[src/rtl/pico_sequencer.sv]
// Multi-cycle control FSM for the pico MIPS core: fetch/decode/exec/mult-wait/writeback sequencing,
// program counter ownership, multiplier handshake with timeout, conditional branch.
module pico_sequencer #(
   parameter int PC_WIDTH        = 6,
   parameter int MULT_MAX_CYCLES = 16
) (
   input  logic                clk,
   input  logic                reset,
   input  logic                run,
   input  logic [1:0]          instr,
   input  logic [PC_WIDTH-1:0] branch_offset,
   input  logic                flag_n,
   input  logic                mult_done,
   output logic [PC_WIDTH-1:0] pc,
   output logic                ir_load,
   output logic                alu_en,
   output logic                ram_en,
   output logic                mult_start,
   output logic                reg_we,
   output logic                busy,
   output logic                mult_err,
   output logic [2:0]          state
);

   typedef enum logic [2:0] {
      S_IDLE      = 3'd0,
      S_FETCH     = 3'd1,
      S_DECODE    = 3'd2,
      S_EXEC      = 3'd3,
      S_MULT_WAIT = 3'd4,
      S_WB        = 3'd5,
      S_ERROR     = 3'd6
   } state_t;

   localparam logic [1:0] OP_ADD  = 2'd0;
   localparam logic [1:0] OP_IMM  = 2'd1;
   localparam logic [1:0] OP_MULT = 2'd2;
   localparam logic [1:0] OP_BRAN = 2'd3;

   localparam int CW = $clog2(MULT_MAX_CYCLES + 1);
   localparam logic [CW-1:0] CNT_LAST = CW'(MULT_MAX_CYCLES - 1);

   state_t              cur_state, nxt_state;
   logic [PC_WIDTH-1:0] pc_nxt;
   logic [1:0]          opcode, opcode_nxt;
   logic [CW-1:0]       wait_cnt, wait_cnt_nxt;

   always_ff @(posedge clk) begin
      if (reset) begin
         cur_state <= S_IDLE;
         pc        <= '0;
         opcode    <= OP_ADD;
         wait_cnt  <= '0;
      end else begin
         cur_state <= nxt_state;
         pc        <= pc_nxt;
         opcode    <= opcode_nxt;
         wait_cnt  <= wait_cnt_nxt;
      end
   end

   always_comb begin
      nxt_state    = cur_state;
      pc_nxt       = pc;
      opcode_nxt   = opcode;
      wait_cnt_nxt = wait_cnt;
      ir_load      = 1'b0;
      alu_en       = 1'b0;
      ram_en       = 1'b0;
      mult_start   = 1'b0;
      reg_we       = 1'b0;
      case (cur_state)
         S_IDLE: if (run) nxt_state = S_FETCH;
         S_FETCH: begin
            ir_load    = 1'b1;
            opcode_nxt = instr;
            nxt_state  = S_DECODE;
         end
         S_DECODE: begin
            if (opcode == OP_MULT) begin
               ram_en       = 1'b1;
               mult_start   = 1'b1;
               wait_cnt_nxt = '0;
               nxt_state    = S_MULT_WAIT;
            end else begin
               ram_en    = (opcode == OP_ADD);
               nxt_state = S_EXEC;
            end
         end
         S_EXEC: begin
            if (opcode == OP_BRAN) begin
               // offset is already PC_WIDTH wide, so the modular add is the sign-extended add
               pc_nxt    = flag_n ? pc + branch_offset : pc + PC_WIDTH'(1);
               nxt_state = run ? S_FETCH : S_IDLE;
            end else begin
               alu_en    = (opcode == OP_ADD);
               ram_en    = (opcode == OP_ADD);
               nxt_state = S_WB;
            end
         end
         S_MULT_WAIT: begin
            // done takes priority over a timeout landing on the same cycle
            if (mult_done) begin
               nxt_state = S_WB;
            end else if (wait_cnt == CNT_LAST) begin
               nxt_state = S_ERROR;
            end else begin
               wait_cnt_nxt = wait_cnt + CW'(1);
            end
         end
         S_WB: begin
            reg_we    = 1'b1;
            pc_nxt    = pc + PC_WIDTH'(1);
            nxt_state = run ? S_FETCH : S_IDLE;
         end
         S_ERROR: nxt_state = S_ERROR;
         default: nxt_state = S_IDLE;
      endcase
   end

   assign busy     = (cur_state != S_IDLE) && (cur_state != S_ERROR);
   assign mult_err = (cur_state == S_ERROR);
   assign state    = cur_state;

endmodule

[config.mk]
export PLATFORM = sky130hd
export DESIGN_NAME = pico_sequencer
export DESIGN_NICKNAME = d
export VERILOG_FILES = /design/src/rtl/pico_sequencer.sv
export SDC_FILE = /design/constraint.sdc
export NUM_CORES = 1
export LEC_CHECK = 0
export CORE_ASPECT_RATIO = 1.4
export CORE_MARGIN = 2
export CORE_UTILIZATION = 43
export CTS_BUF_LIST = sky130_fd_sc_hd__clkbuf_4
export CTS_CLUSTER_SIZE = 24
export DETAILED_ROUTE_END_ITERATION = 10
export HOLD_SLACK_MARGIN = 0.1
export PLACE_DENSITY = 0.71
export SETUP_SLACK_MARGIN = 0.02
export SKIP_CTS_REPAIR_TIMING = 1
export SLEW_MARGIN = 20
export SYNTH_ARGS = -nofsm -noshare
export SYNTH_HDL_FRONTEND = slang
export SYNTH_SLANG_ARGS = --single-unit
[constraint.sdc]
create_clock -name clk -period 3.95 [get_ports clk]
set_clock_uncertainty 0.2 [all_clocks]
set_input_delay 0.79 -clock clk [delete_from_list [all_inputs] [get_ports clk]]
set_output_delay 0.79 -clock clk [all_outputs]
set_load 0.01 [all_outputs]
==> flow_summary_export.csv, run 1 <==
group,metric,value,unit
status,status,"complete, no violations",
cts,numCtsBuffers,3,
worst_setup_path,required,2.96,ns
sta,post-route-period-util,82.4,%
worst_setup_path,crit_family,"buffers and inverters",
final_layout,diodes,0,
floorplan,die-area,3110,sq um
yosys,synth_enable_flop_cells,0,
grt,antenna_found_initial,0,
grt,first_global_vias,1114,
drt,drc_errors,0,
yosys,netlist_area,1150,sq um
flow_run,maxCapViolCount,0,
drt,dr.pass1.iters,4,
yosys,synth_top_area_share,27.8,%
drt,vias_per_cell,5.50,
yosys,synthArstFlopShare,0,%
worst_setup_path,path_cells,"inv_1 -> nor3_1 -> clkdlybuf4s50_1",
cts,clk_latency,0.28,ns
sta,fin_crit,3.26,ns
power_and_ir_drop,power_frac_seq,50.4,%
power_and_ir_drop,pwr-share-comb,26.1,%
worst_setup_path,cp.arrival,2.27,ns
worst_setup_path,critPathBufInv,2,
placed_design,port_buffers,28,
floorplan,die_h,65.2,microns
floorplan,initial_utilization,44.5,%
grt,track_usage,20.3,%
grt,use_met3,2.75,%
placed_design,dp_cells,202,
power_and_ir_drop,p_switching,0.113,mW
final_layout,mostFrequentLayoutCells,"28 x clkdlybuf4s50_1, 16 x nor2_1, 16 x dfxtp_1",
floorplan,ios,29,
yosys,yosysTopAreaCell,"dfxtp_1",
floorplan,chipWidth,47.7,microns
grt,grt_pass1_wl,4.73,mm
worst_setup_path,cp-end-kind,"primary output",
power_and_ir_drop,total_power,0.368,mW
worst_hold_path,hp-class,"flop to flop",
yosys,synth.avg_cell_area,7.94,sq um
sta,hold_ws,0.297,ns
worst_setup_path,cp-start-kind,"flop",
drt,vias,1133,
floorplan,rows,22,
final_layout,fin_nets,193,
final_layout,area.growth.synth_to_final,27.9,%
grt,use_met1,26.2,%
power_and_ir_drop,intPower,0.255,mW
yosys,ys_ff_latch,16,
yosys,synthDistinctLibCells,41,
worst_setup_path,max_stage_delay,0.65,ns
cts,cts_tree,"done",
power_and_ir_drop,ir_drop,0.162,mV
cts,cts.path.max_buffers,2,
power_and_ir_drop,powerDensity,250,nW/um^2
worst_setup_path,worstPathMaxFanout,14,
placed_design,hpwl,2.02,mm
yosys,synth-main-ff-cell,"dfxtp_1",
cts,root_buffer,"clkbuf_4",
final_layout,fin_cells,206,
drt,ant_nets,0,
power_and_ir_drop,p_clk_share,23.5,%
floorplan,core_area,2590,sq um
sta,tightest_slew,0.683,ns
drt,drtIter0Drc,27,
grt,grt_use_met2,32.8,%
grt,grt_max_degree,20,
grt,top_usage_layer,"met2",
sta,setup_viol,0,
cts,htreeDepth,1,
sta,hold_viol_final,0,
final_layout,layout_commonest_cell,"clkdlybuf4s50_1",
yosys,synthTopCellsByArea,"dfxtp_1 28%, ha_1 8.7%, nor2_1 5.2%",
yosys,seq_area_frac_synth,27.8,%
final_layout,drive_gt1_share,4.12,%
cts,clock-sinks,16,
grt,grt_overflow,0,
worst_setup_path,cp_slowest_cell,"clkdlybuf4s50_1",
yosys,yosysWarnings,0,
cts,path_clk_slew,0.09,ns
drt,wire_per_inst,12.9,microns
sta,max_freq,0.307,GHz
sta,rsz0062_at_grt,"no",
sta,maxSlewHeadroom,54.3,%
worst_setup_path,path_class,"flop to primary output",
drt,drt-total-wl,2.66,mm
placed_design,gp_congestion,0.808,
yosys,synth_fp_nets,167,
sta,fin_setup_tns,0,ns
sta,finalMaxSlewViolations,0,
yosys,syn_inst,145,
power_and_ir_drop,leakagePower,0.549,nW
power_and_ir_drop,swShare,30.7,%
[path summary, 6_finish.rpt]
| check | end | slack (ns) | from | cells after the start |
|---|---|---|---|---|
| setup / recovery | ir_load | 0.69 | state[0] | 3 |
| setup reg to reg | wait_cnt[3] | 1.57 | wait_cnt[0] | 8 |
| hold / removal | wait_cnt[1] | 0.30 | wait_cnt[1] | 2 |
| hold reg to reg | wait_cnt[1] | 0.30 | wait_cnt[1] | 2 |
[synth_stat cells, types with 2 or more instances]
| library cell | number |
|---|---|
| buf_2 | 3 |
| nor2b_1 | 2 |
| xor2_1 | 3 |
| nand2b_1 | 6 |
| a211oi_1 | 5 |
| o21ai_0 | 8 |
| mux2i_1 | 3 |
| clkbuf_1 | 4 |
| nor3_1 | 9 |
| nand3_1 | 6 |
| a21o_1 | 2 |
| nand2_1 | 7 |
| inv_1 | 7 |
| nor3b_1 | 2 |
| a21oi_1 | 10 |
| nand4_1 | 2 |
| a21boi_0 | 2 |
| nand4b_1 | 3 |
| ha_1 | 8 |
| nor2_1 | 16 |
| and3_1 | 2 |
| dfxtp_1 | 16 |
[cells by family after synthesis]
kind of cell | Yosys count | share of synthesized area (%)
fa+ha+maj | 9 | 10.4
simple gates | 63 | 30.3
flops | 16 | 27.8
compound gates | 37 | 21.6
buf+inv | 14 | 4.89
mux | 3 | 2.61
xor+xnor | 3 | 2.28
[metrics by stage]
step	cell area, sq um	util [%]	setup slack, ns
2_1_floorplan	1150	-	1.62
3_3_place_gp	1450	55.9	1.09
3_5_place_dp	1450	55.9	1.02
4_1_cts	1470	56.9	0.685
5_1_grt	1470	56.9	0.573
6_report	1470	56.9	0.694
[layer usage]
| metal | wire [microns] | share of wire (%) | vias up |
|---|---|---|---|
| li1 | - | - | 585 |
| met1 | 1240 | 47 | 521 |
| met2 | 1300 | 49 | 25 |
| met3 | 96 | 3.6 | 2 |
| met4 | 22 | 0.83 | 0 |
| met5 | 0 | 0 | - |
[layout make-up]
| type | instances | area [sq um] |
|---|---|---|
| clock inverter | 1 | 3.75 |
| fill | 259 | 1110 |
| multi-input combinational | 115 | 774 |
| tap | 36 | 45.0 |
| timing repair buffer | 28 | 280 |
| clock buffer | 3 | 22.5 |
| inverter | 7 | 26.3 |
| sequential | 16 | 320 |
[power by group through the flow]
| stage | logic (mW) | clock network (mW) | registers (mW) |
|---|---|---|---|
| floorplan | 0.0593 | 0 | 0.181 |
| global placement | 0.0950 | 0 | 0.188 |
| detailed placement | 0.0960 | 0 | 0.189 |
| CTS | 0.0969 | 0.0921 | 0.185 |
| global route | 0.106 | 0.0998 | 0.188 |
| finish | 0.0961 | 0.0866 | 0.186 |
[registers in the layout, indices dropped and copies added (netlist names)]
| register | cells |
|---|---|
| pc | 6 |
| wait_cnt | 5 |
| opcode | 2 |
| state | 3 |
[worst register-to-register path: stages (launching register included)]
cell,delay (ns)
dfxtp_1,0.35
ha_1,0.21
and3_1,0.19
ha_1,0.18
or4b_4,0.55
a21oi_4,0.22
nand4_1,0.14
xor2_1,0.18
nor3_2,0.05
No activity file was read; power rests on OpenSTA's default activity.
==> run 2, diff against run 1 <==
- clock period: 3.95 -> 3 ns (I/O delays scaled with it)
==> flow_summary_export.csv, run 2 (synthesis results as in run 1) <==
group,metric,value,unit
drt,drc_errors,0,
sta,fin_setup_tns,0,ns
grt,grt_overflow,0,
worst_setup_path,reg2regPathDepth,8,
floorplan,chipWidth,47.7,microns
floorplan,core_area,2590,sq um
worst_setup_path,required,2.20,ns
worst_setup_path,cp-start-kind,"flop",
drt,vias,1126,
final_layout,fin_util,57.8,%
drt,drt-total-wl,2.67,mm
drt,vias_per_cell,5.39,
placed_design,gp_congestion,0.758,
drt,dr.pass1.iters,4,
worst_hold_path,min_path_cells,2,
floorplan,initial_utilization,44.5,%
sta,setup_viol,0,
cts,cts_tree,"done",
sta,fin_crit,2.80,ns
placed_design,hpwl,2.05,mm
grt,first_global_vias,1038,
grt,track_usage,18.9,%
cts,clock-sinks,16,
grt,grt_max_degree,16,
drt,wire_per_inst,12.8,microns
worst_hold_path,hp-class,"flop to flop",
power_and_ir_drop,powerDensity,329,nW/um^2
cts,root_buffer,"clkbuf_4",
final_layout,drive_gt1_share,5.78,%
drt,ant_nets,0,
sta,max_freq,0.357,GHz
sta,post-route-period-util,93.3,%
floorplan,rows,22,
sta,finalMaxSlewViolations,0,
cts,clk_latency,0.28,ns
drt,drtIter0Drc,13,
final_layout,layout_commonest_cell,"clkdlybuf4s50_1",
cts,cts.path.max_buffers,2,
final_layout,mostFrequentLayoutCells,"28 x clkdlybuf4s50_1, 16 x nor2_1, 16 x dfxtp_1",
floorplan,ios,29,
final_layout,top_register,"pc",
placed_design,port_buffers,28,
sta,tightest_slew,0.602,ns
cts,htreeDepth,1,
sta,hold_viol_final,0,
sta,maxSlewHeadroom,59.8,%
flow_run,maxCapViolCount,0,
final_layout,area.growth.synth_to_final,29.9,%
grt,antenna_found_initial,0,
worst_setup_path,worstPathMaxFanout,14,
power_and_ir_drop,ir_drop,0.229,mV
grt,grt_pass1_wl,4.42,mm
cts,path_clk_slew,0.10,ns
floorplan,die-area,3110,sq um
sta,rsz0062_at_grt,"no",
cts,numCtsBuffers,3,
final_layout,fin_nets,196,
worst_setup_path,cp.arrival,2.00,ns
final_layout,diodes,0,
worst_setup_path,cp-end-kind,"primary output",
status,status,"complete, no violations",
final_layout,largest_register_ffs,6,
worst_setup_path,path_class,"flop to primary output",
floorplan,die_h,65.2,microns
power_and_ir_drop,leakagePower,0.564,nW
run 2: cell types whose count changed in the layout (fill, tap and decap cells not counted):
| cell | previous run | this run |
|---|---|---|
| buf_4 | 0 | 3 |
run 2: final cells by class:
cell class	instances	area (sq um)
Clock inverter	1	3.75
Multi-Input combinational cell	115	774
Timing Repair Buffer	31	303
Inverter	7	26.3
Fill cell	258	1090
Tap cell	36	45.0
Sequential cell	16	320
Clock buffer	3	22.5
run 2: worst max-delay path: stages, from the launching register on:
cell and delay, ns:
dfxtp_1 0.57, nand4bb_1 0.27, nor2_1 0.29, clkdlybuf4s50_1 0.59
run 2: path summary, 6_finish.rpt:
check,startpoint,endpoint,slack [ns]
setup / recovery,state[1],mult_start,0.20
hold / removal,wait_cnt[1],wait_cnt[1],0.30
setup reg to reg,wait_cnt[0],wait_cnt[3],0.64
hold reg to reg,wait_cnt[1],wait_cnt[1],0.30
run 2: power by group:
part           total, mW  switching (mW)  internal, mW
registers          0.238          0.0166         0.221
logic              0.141          0.0670        0.0735
clock network      0.115          0.0664        0.0482
run 2: per-layer routing:
layer	GRT usage, %	up-vias	share of wire [%]
met4	7.09	0	0.86
met1	24.0	510	46
met3	3.30	2	4.0
met5	0	-	0
li1	-	587	-
met2	30.7	27	49
run 2: per-stage QoR:
stage / power (mW) / cell area [sq um] / worst slack [ns] / hold WS, ns / std cells
4_1_cts: 0.498 / 1500 / 0.163 / 0.298 / 209
3_3_place_gp: 0.381 / 1470 / 0.342 / 0.282 / 205
3_5_place_dp: 0.382 / 1470 / 0.328 / 0.281 / 205
5_1_grt: 0.528 / 1500 / 0.0558 / 0.326 / 209
6_report: 0.493 / 1500 / 0.201 / 0.298 / 209
2_1_floorplan: 0.317 / 1150 / 0.775 / 0.267 / 145
